**config.mk**
```make
export PLATFORM = sky130hd
export DESIGN_NAME = sram_arbiter
export DESIGN_NICKNAME = d
export VERILOG_FILES = /design/src/rtl/sram_arb_pkg.sv /design/src/rtl/sram_rr_arb.sv /design/src/rtl/sram_arbiter.sv
export SDC_FILE = /design/constraint.sdc
export NUM_CORES = 1
export LEC_CHECK = 0
export ABC_AREA = 1
export CAP_MARGIN = 0
export CORE_AREA = 2 2 268 270
export DETAILED_ROUTE_END_ITERATION = 6
export DIE_AREA = 0 0 270 272
export PLACE_DENSITY = 0.37
export SETUP_SLACK_MARGIN = 0.02
export SYNTH_ARGS = -nofsm -noshare
export SYNTH_HDL_FRONTEND = slang
export SYNTH_SLANG_ARGS = --single-unit
export TNS_END_PERCENT = 5
```
**constraint.sdc**
```tcl
create_clock -name clk -period 1.9 [get_ports clk]
set_input_delay 0.19 -clock clk [delete_from_list [all_inputs] [get_ports clk]]
set_output_delay 0.19 -clock clk [all_outputs]
set_load 0.005 [all_outputs]
```
**src/rtl/sram_arb_pkg.sv**
```systemverilog
// Shared sizing and state encoding for the SRAM arbiter slice.
package sram_arb_pkg;

    localparam int ADDR_W = 11;    // SRAM word address width
    localparam int DATA_W = 128;   // SRAM word width
    localparam int DEPTH  = 2048;  // number of SRAM words

    // SERVE: arbitrate loader/corelet requests; CLEAR: sweep zeros into the SRAM
    typedef enum logic {
        ST_SERVE = 1'b0,
        ST_CLEAR = 1'b1
    } state_t;

endpackage

```
**src/rtl/sram_rr_arb.sv**
```systemverilog
// Two-port round-robin grant. The grant is combinational so the caller can
// use it directly as req_ready; the preference pointer moves only when a
// grant is actually given.
module sram_rr_arb (
    input  logic       clk,
    input  logic       reset,      // synchronous, active-low
    input  logic       enable,     // grants allowed this cycle
    input  logic [1:0] req_valid,
    output logic [1:0] grant
);

    logic rr_reg;   // port preferred when both request (0 after reset)
    logic rr_next;

    // Grant: single requester wins outright, contention goes to the preferred port
    always_comb begin
        grant = 2'b00;
        if (enable) begin
            if (req_valid == 2'b11) begin
                grant = rr_reg ? 2'b10 : 2'b01;
            end else begin
                grant = req_valid;
            end
        end
    end

    // Pointer: after a grant, prefer the other port next time
    always_comb begin
        rr_next = rr_reg;
        if (grant[0]) begin
            rr_next = 1'b1;
        end else if (grant[1]) begin
            rr_next = 1'b0;
        end
    end

    // Pointer register
    always_ff @(posedge clk) begin
        if (!reset) begin
            rr_reg <= 1'b0;
        end else begin
            rr_reg <= rr_next;
        end
    end

endmodule

```
**src/rtl/sram_arbiter.sv**
```systemverilog
// Two-port SRAM front end: round-robin access for loader (port 0) and corelet
// (port 1), registered SRAM control, a two-stage read response pipeline and a
// whole-array clear sequencer.
module sram_arbiter #(
    parameter int ADDR_W = sram_arb_pkg::ADDR_W,
    parameter int DATA_W = sram_arb_pkg::DATA_W,
    parameter int DEPTH  = sram_arb_pkg::DEPTH
) (
    input  logic              clk,
    input  logic              reset,       // synchronous, active-low
    input  logic [1:0]        req_valid,
    output logic [1:0]        req_ready,
    input  logic [1:0]        req_wr,
    input  logic [ADDR_W-1:0] req_addr0,
    input  logic [ADDR_W-1:0] req_addr1,
    input  logic [DATA_W-1:0] req_data0,
    input  logic [DATA_W-1:0] req_data1,
    output logic [1:0]        rsp_valid,
    output logic [DATA_W-1:0] rsp_data,
    input  logic              clr_start,
    output logic              clr_busy,
    output logic              clr_done,
    output logic              CEN,
    output logic              WEN,
    output logic [ADDR_W-1:0] A,
    output logic [DATA_W-1:0] D,
    input  logic [DATA_W-1:0] Q
);

    import sram_arb_pkg::*;

    localparam logic [ADDR_W-1:0] CNT_LAST = ADDR_W'(DEPTH - 1);

    state_t            state_reg, state_next;
    logic [ADDR_W-1:0] cnt_reg, cnt_next;
    logic              cen_reg, cen_next;
    logic              wen_reg, wen_next;
    logic [ADDR_W-1:0] a_reg, a_next;
    logic [DATA_W-1:0] d_reg, d_next;
    logic              clr_done_reg, clr_done_next;

    logic [1:0]        grant;
    logic              accept;
    logic              acc_wr;
    logic [ADDR_W-1:0] acc_addr;
    logic [DATA_W-1:0] acc_data;

    sram_rr_arb u_rr_arb (
        .clk       (clk),
        .reset     (reset),
        .enable    (state_reg == ST_SERVE),
        .req_valid (req_valid),
        .grant     (grant)
    );

    assign req_ready = grant;
    assign accept    = |grant;
    assign acc_wr    = grant[1] ? req_wr[1]  : req_wr[0];
    assign acc_addr  = grant[1] ? req_addr1  : req_addr0;
    assign acc_data  = grant[1] ? req_data1  : req_data0;

    // Next state and next SRAM command; idle cycles park the bus at zero
    always_comb begin
        state_next    = state_reg;
        cnt_next      = cnt_reg;
        cen_next      = 1'b1;
        wen_next      = 1'b1;
        a_next        = '0;
        d_next        = '0;
        clr_done_next = 1'b0;
        case (state_reg)
            ST_SERVE: begin
                // A request in the same cycle as clr_start is still served
                if (accept) begin
                    cen_next = 1'b0;
                    wen_next = ~acc_wr;
                    a_next   = acc_addr;
                    d_next   = acc_wr ? acc_data : '0;
                end
                if (clr_start) begin
                    state_next = ST_CLEAR;
                    cnt_next   = '0;
                end
            end
            ST_CLEAR: begin
                cen_next = 1'b0;
                wen_next = 1'b0;
                a_next   = cnt_reg;
                if (cnt_reg == CNT_LAST) begin
                    state_next    = ST_SERVE;
                    cnt_next      = '0;
                    clr_done_next = 1'b1;
                end else begin
                    cnt_next = cnt_reg + ADDR_W'(1);
                end
            end
            default: begin
                state_next = ST_SERVE;
                cnt_next   = '0;
            end
        endcase
    end

    // State, clear counter and registered SRAM command
    always_ff @(posedge clk) begin
        if (!reset) begin
            state_reg    <= ST_SERVE;
            cnt_reg      <= '0;
            cen_reg      <= 1'b1;
            wen_reg      <= 1'b1;
            a_reg        <= '0;
            d_reg        <= '0;
            clr_done_reg <= 1'b0;
        end else begin
            state_reg    <= state_next;
            cnt_reg      <= cnt_next;
            cen_reg      <= cen_next;
            wen_reg      <= wen_next;
            a_reg        <= a_next;
            d_reg        <= d_next;
            clr_done_reg <= clr_done_next;
        end
    end

    // Per-port read tag: stage 1 tracks the command cycle, stage 2 the Q cycle
    for (genvar gi = 0; gi < 2; gi++) begin : g_rsp_tag
        logic tag1_reg;
        logic tag2_reg;
        // Tag pipeline for port gi
        always_ff @(posedge clk) begin
            if (!reset) begin
                tag1_reg <= 1'b0;
                tag2_reg <= 1'b0;
            end else begin
                tag1_reg <= grant[gi] & ~req_wr[gi];
                tag2_reg <= tag1_reg;
            end
        end
        assign rsp_valid[gi] = tag2_reg;
    end

    assign rsp_data = (|rsp_valid) ? Q : '0;
    assign clr_busy = (state_reg == ST_CLEAR);
    assign clr_done = clr_done_reg;
    assign CEN      = cen_reg;
    assign WEN      = wen_reg;
    assign A        = a_reg;
    assign D        = d_reg;

endmodule

```
Word level (Yosys, flattened, before mapping)
Cells that the tools add are included.

word-level totals
  RAM bits = 0
  memory bits (read-only) = 0
  memories kept = 0
  output and inout port bits = 275
  latch bits = 0
  input port bits = 413
  logic and storage cells = 51
  flip-flop bits (word level) = 159

operators by class
  $mul = 0
  shifts and indexed selects = 0
  multiplexer cells = 22
  bitwise logic cells = 8
  $lt $le $gt $ge = 0
  eq/ne operators = 3
  reduce and logical (&&, ||, !) cells = 5
  div/mod/pow operators = 0
  $add $sub $neg = 1

operators by type and width
  kind                   count
  $mux 128               2
  $mux 11                4
  $pmux 11 s2            2
  $add 11x1->11 const B  1
  $eq 11x11->1 const B   1
  $mux 1                 8
  $mux 2                 3
  $not 1->1              6
  $pmux 1 s2             3
  $reduce_or 2->1        2
  $reduce_or 4->1        1
  $and 1x1->1            2
  $eq 2x2->1 const B     1
  $ne 2x2->1 const B     1
  $reduce_and 2->1       1
  $reduce_bool 2->1      1

Depth between registers and ports, before layout
Gate-level depths: netlist (run 1).

  depth in word-level cells = 7
  mapped depth = 11
  mapped depth without buffers = 9

By module
Synthesis (run 1) repeated with hierarchy kept, for this count alone.

unflattened totals
  cell total of the unflattened synthesis = 1005
  area, all modules = 6912.9 sq um

modules (own cells, without submodules)
  module        instances  cells each  area an instance (sq um)  sequential area each (sq um)
  sram_arbiter  1          992         6835.3                    3163.0
  sram_rr_arb   1          13          77.6                      20.0

Least setup slack after synthesis (run 1)
OpenSTA, ideal clock, no wires.

  kind = flip-flop to flip-flop
  from = register state_reg, in the netlist clr_busy
  to = register d_reg[0], in the netlist D[0]
  cell stages (with the launch flop) = 12
  arrival time = 1.279 ns
  clock period less this slack = 1.390 ns
  path slack = 0.510 ns
  library setup time = 0.111 ns
  required time = 1.789 ns
  buffers on the path = 3
  cells stage by stage = dfxtp_1 buf_6 inv_2 nand3_4 inv_2 nand2_1 o21ai_1 inv_2 nand2_1 buf_6 buf_6 nor2_1

on the way
  word-level cells in the longest chain between the ends = 4
  elaborated cells between the ends (all ways) = 7
  classes of those cells = mux (3); bitwise (2); reduce/logical (2)

RTL lines
  what                                              RTL line                                text
  from (decl)                                       sram_arbiter.sv:34                      state_t state_reg, state_next;
  from (signal assigned)                            sram_arbiter.sv:115                     state_reg <= state_next;
  $mux 2                                            sram_rr_arb.sv:18                       if (enable) begin
  $reduce_or 2->1 / $mux 1 (equally long branches)  sram_arbiter.sv:57, sram_arbiter.sv:58
  $not 1->1 (no line)                               -
  $reduce_or 4->1 (no line)                         -
  to (signal assigned)                              sram_arbiter.sv:120                     d_reg <= d_next;
  to (decl)                                         sram_arbiter.sv:39                      logic [DATA_W-1:0] d_reg, d_next;

Parallel ways exist; a longest one is shown, timed or not.
A chain may end at the register's enable or synchronous reset.

Final worst setup path (run 1)
  from = register g_rsp_tag[1].tag2_reg
  to = output rsp_data[32]

on the way
  word-level cells in the longest chain between the ends = 2

RTL lines
  what                    RTL line             text
  from (decl)             sram_arbiter.sv:128  logic tag2_reg;
  from (signal assigned)  sram_arbiter.sv:136  tag2_reg <= tag1_reg;
  $reduce_or 2->1         sram_arbiter.sv:142  assign rsp_data = (|rsp_valid) ? Q : '0;
  $mux 128                sram_arbiter.sv:142
  to (decl)               sram_arbiter.sv:19   output logic [DATA_W-1:0] rsp_data,

Every way passes these cells.

==> results of run 1 <==
==> cell families after synthesis <==
family,count (synthesis),share of synthesized area
buf+inv,355,0.195
xor+xnor,2,0.00227
simple gates,731,0.361
flops,159,0.413
compound gates,38,0.0266
fa+ha+maj,1,0.00162
==> stage by stage <==
| step | power [W] | util | std cells | hold WS, ps | cell area [um^2] |
|---|---|---|---|---|---|
| 5_1_grt | 0.0103 | 0.233 | 2943 | 314 | 16500 |
| 6_report | 0.00979 | 0.233 | 2946 | 332 | 16500 |
| 3_5_place_dp | 0.00610 | 0.225 | 2909 | 456 | 15900 |
| 3_3_place_gp | 0.00613 | 0.225 | 2909 | 459 | 15900 |
| 4_1_cts | 0.0100 | 0.232 | 2942 | 268 | 16400 |
| 2_1_floorplan | 0.00442 | - | 1286 | 267 | 7710 |
==> worst max-delay path: cells and delay by family (launching register included) <==
family                 cells  cell delay, ps
flip-flops                 1             360
AND/OR/NAND/NOR            2             150
buffers and inverters      3             790
==> worst paths after layout <==
path,to,slack (ps),cells past startpoint
worst max register to register,D[21],290,10
worst min register to register,g_rsp_tag[0].tag2_reg,450,2
worst max-delay path,rsp_data[32],-90,5
worst min-delay path,D[71],330,5
==> cell type report <==
type                            instances  area [um^2]  share of cell area
Clock buffer                           21          460              0.0280
Multi-Input combinational cell        772         3050               0.185
Antenna cell                            4         10.0            0.000608
Timing Repair Buffer                  740         7300               0.444
Inverter                              289         1090              0.0661
Tap cell                              950         1190              0.0722
Clock inverter                         11          179              0.0109
Sequential cell                       159         3190               0.194
==> routing by layer <==
metal	track usage	routed length (um)	up-vias
met2	0.207	22300	344
met3	0.0375	3210	38
li1	-	-	4989
met5	0	0	-
met4	0.0370	739	0
met1	0.123	16900	4218
==> timing repair <==
item / in CTS / in global routing
endpoints found under the setup margin: 130 / 40
buffers inserted: 1 / 0
pin swaps: 2 / 0
gates resized for setup: 130 / 5
hold endpoints to repair: 0 / 0
hold buffers: 0 / 0
==> where the power goes <==
group	leakage (nW)	internal, W	total, W	switching, W
sequential	1.30	0.00349	0.00354	0.0000502
combinational	6.86	0.00143	0.00241	0.000980
clock	0.310	0.00229	0.00384	0.00156
==> cell usage in the layout, fill, tap and decap left out, drive strengths merged <==
cell / count
clkdlybuf4s50: 558
nand2: 438
inv: 292
nor2: 274
dfxtp: 159
dlygate4sd2: 125
buf: 53
clkbuf: 21
o21ai: 17
a21oi: 12
nand3: 11
o22ai: 9
diode: 4
nor3: 4
bufinv: 4
dlymetal6s2s: 4
or2: 3
clkinv: 3
xor2: 2
nand4: 1
ha: 1
clkinvlp: 1
==> results_dict.tcl, run 1 <==
set metrics [dict create \
    crit_fanout 37 \
    drive_gt1_frac 0.0497 \
    maxCapViolCount 0 \
    min_path_type "in2reg" \
    fin_setup_tns_ps -88.8 \
    antenna_found_initial 5 \
    die-height_um 272 \
    wl_per_cell_um 14.6 \
    holdCritStartpoint "req_data1[71]" \
    vias 9589 \
    core-area_mm2 0.0708 \
    numClockSinks 159 \
    seq_area_frac_synth 0.413 \
    fin_nets 2393 \
    largest_register_ff_count 128 \
    place_congestion 0.898 \
    grt.total_usage 0.113 \
    cp-startpoint "g_rsp_tag[1].tag2_reg" \
    synth.top_cell.area_share 0.413 \
    final_antenna_net_count 0 \
    yosysWarnings 0 \
    yosys-top-cells-area "dfxtp_1, nand2_1, inv_1" \
    min_period_ps 1990 \
    avgSynthCellArea_um2 6.00 \
    path_class "reg2out" \
    period_share 1.05 \
    cts_root_buf "clkbuf_16" \
    crit_required_ps 1710 \
    vdd_drop_max_uv 429 \
    worstMarginPinSlew_ps 432 \
    nFillCells 7990 \
    drt_iter0_drc 377 \
    grt_overflow_total 0 \
    row_count 98 \
    leakage_nw 8.47 \
    synth_edf_count 0 \
    ys_async_sr_fraction 0 \
    clk_pin_slew_worst_paths_ps 70 \
    area.growth.synth_to_final_pct 114 \
    failed_checks "negative setup slack" \
    slew-limit-headroom 0.711 \
    dp_hpwl_um 36100 \
    dp_slack_ps -19.4 \
    r2r_start "u_rr_arb.rr_reg" \
    critPathMaxStageDelay_ps 500 \
    dr.pass1.iters 4 \
    synth_most_common_cell "nand2_1" \
    grt_max_degree 47 \
    slowest_stage "clkdlybuf4s50_1" \
    pin_count 688 \
    die_area_mm2 0.0734 \
    cts_buffers 17 \
    endpoint_kind "output pin" \
    worstPathCellList "nor2_4, buf_12, buf_12, nor2_1, clkdlybuf4s50_1" \
    start_kind "flip-flop" \
    yosysUniqueCellTypes 22 \
    viasPerCell 3.25 \
    drc 0 \
    rsz0062_at_grt "true" \
    syn_inst 1286 \
    cts_tree "done" \
    p_per_area_mw_per_mm2 595 \
    finalClockSkew_ps 11.9 \
    initial_core_util 0.109 \
    ctsHtreeMaxLevel 4 \
    grt_pass1_vias 9576 \
    max_freq_mhz 503 \
    ys_ff_latch 159 \
    outcome "finished, violations left" \
    port_buffers 687 \
    synth_top_area_cell "dfxtp_1" \
    clockBufferDepth 2 \
    wl_um 43100 \
    worst_ep_arrival_time_ps 1800 \
    hold_viol_final 0 \
    slew_violations 0 \
    synthesis.nets 1700 \
    setup_viol 1 \
    ys.flop_type "dfxtp_1" \
    die_w_um 270 \
    netlist_area_mm2 0.00771 \
    clock_latency_ps 470 \
    setup_slack_ps -88.8 \
    grt_first_pass_wirelength_um 62000 \
    synth_commonest_cells "nand2_1, inv_1, nor2_1" \
    crit_path_frequent_cell "buf_12" \
]
Power figures use the tool's default switching activity.
==> run 2: changes to the inputs <==
CTS_BUF_LIST = sky130_fd_sc_hd__clkbuf_4 sky130_fd_sc_hd__clkbuf_8   (was default)
SLEW_MARGIN = 25   (was default)
==> results_dict.tcl, run 2 (synthesized netlist as in run 1, its figures left out) <==
set metrics [dict create \
    endpoint_kind "output pin" \
    crit_required_ps 1710 \
    rsz0062_at_grt "true" \
    worst_ep_arrival_time_ps 1620 \
    dp_slack_ps -19.4 \
    final_antenna_net_count 0 \
    layout_commonest_cell "clkdlybuf4s50_1" \
    vias 9626 \
    row_count 98 \
    pin_count 688 \
    grt_overflow_total 0 \
    hold_viol_final 0 \
    cts_root_buf "clkbuf_8" \
    vdd_drop_max_uv 262 \
    wl_per_cell_um 14.8 \
    die-height_um 272 \
    grt_max_degree 47 \
    largest_register_ff_count 128 \
    p_switching_w 0.00251 \
    dp_hpwl_um 36100 \
    stdcell_count 2949 \
    dr.pass1.iters 6 \
    clk_pin_slew_worst_paths_ps 100 \
    drive_gt1_frac 0.120 \
    clockBufferDepth 2 \
    numClockSinks 159 \
    outcome "completed" \
    r2r_setup_slack_ps 310 \
    crit_fanout 17 \
    period_share 0.953 \
    grt.total_usage 0.115 \
    pwr-share-comb 0.269 \
    clock_latency_ps 560 \
    leakage_nw 8.03 \
    port_buffers 687 \
    power_switching_share 0.280 \
    placed_cells 2909 \
    p_per_area_mw_per_mm2 563 \
    grt_first_pass_wirelength_um 62400 \
    final_cell_mix "clkdlybuf4s50_1, nand2_1, inv_1" \
    initial_core_util 0.109 \
    intPower_w 0.00646 \
    grt_pass1_vias 9563 \
    clkPwrFrac 0.336 \
    min_period_ps 1810 \
    setup_viol 0 \
    max_freq_mhz 552 \
    antenna_found_initial 6 \
    drt_iter0_drc 344 \
    finalClockSkew_ps 17.4 \
    die_area_mm2 0.0734 \
    drc 0 \
    fin_nets 2396 \
    path_class "reg2out" \
    worstMarginPinSlew_ps 425 \
    wl_um 43700 \
    min_path_type "in2reg" \
    ctsHtreeMaxLevel 4 \
    fin_setup_tns_ps 0 \
    die_w_um 270 \
    post-route-util 0.225 \
    cts_buffers 17 \
    p_seq_frac 0.395 \
    place_congestion 0.898 \
    core-area_mm2 0.0708 \
    viasPerCell 3.26 \
    slew-limit-headroom 0.716 \
    maxCapViolCount 0 \
    setup_slack_ps 90.0 \
    area.growth.synth_to_final_pct 106 \
    start_kind "flip-flop" \
    slew_violations 0 \
    cts_tree "done" \
]
==> run 2: cell count changes in the layout (fill, tap and decap cells not counted), moves of 2 or more <==
cell / change
nor2_2: +10
clkbuf_2: +30
clkbuf_16: -16
buf_12: -2
dlygate4sd2_1: -122
dlymetal6s2s_1: -4
nor2_1: -10
buf_2: +96
clkbuf_4: +2
clkbuf_8: +17
clkbuf_1: -2
buf_16: +4
==> run 2: final timing paths <==
| path | from | endpoint | cells after the start |
|---|---|---|---|
| setup / recovery | g_rsp_tag[0].tag2_reg | rsp_data[110] | 5 |
| hold / removal | req_data0[34] | D[34] | 5 |
| setup reg to reg | u_rr_arb.rr_reg | D[21] | 10 |
| hold reg to reg | g_rsp_tag[0].tag1_reg | g_rsp_tag[0].tag2_reg | 2 |
==> run 2: routing by layer <==
| metal | vias to the layer above | track usage | part of all wire |
|---|---|---|---|
| li1 | 4995 | - | - |
| met3 | 27 | 0.0406 | 0.071 |
| met5 | - | 0 | 0 |
| met2 | 339 | 0.208 | 0.52 |
| met4 | 0 | 0.0320 | 0.012 |
| met1 | 4265 | 0.126 | 0.40 |
==> run 2: layout make-up <==
| type | count | area, um^2 |
|---|---|---|
| sequential | 159 | 3190 |
| clock buffer | 21 | 277 |
| inverter | 289 | 1090 |
| tap | 950 | 1190 |
| clock inverter | 11 | 179 |
| multi-input combinational | 772 | 3070 |
| fill | 8043 | 54800 |
| timing repair buffer | 743 | 6910 |
| antenna | 4 | 10.0 |
==> run 2: timing repair <==
item	in CTS	in global routing
resized for setup	455	45
endpoints found under the hold margin	0	0
hold buffers	0	0
pin swaps	1	1
buffers inserted	2	0
endpoints found under the setup margin	130	81
cloned	2	1
==> run 2: stage by stage <==
stage	power (W)	area (um^2)	hold WS, ps
final	0.00897	15900	242
after global routing	0.00952	15900	191
after CTS	0.00921	16000	148
after detailed placement	0.00610	15900	456
after global placement	0.00613	15900	459
after floorplan	0.00442	7710	267
==> run 2: power by group through the flow <==
stage | Sequential, W | Combinational, W | Clock [W]
6_report | 0.00354 | 0.00242 | 0.00301
5_1_grt | 0.00355 | 0.00266 | 0.00331
4_1_cts | 0.00354 | 0.00247 | 0.00320
3_5_place_dp | 0.00362 | 0.00249 | 0
3_3_place_gp | 0.00362 | 0.00251 | 0
2_1_floorplan | 0.00363 | 0.000789 | 0
==> run 2: worst max-delay path, cell delays in order, from the launching register on <==
cell	delay [ps]
dfxtp_2	340
nor2_4	120
buf_12	180
buf_16	160
nor2_1	40
clkdlybuf4s15_1	200
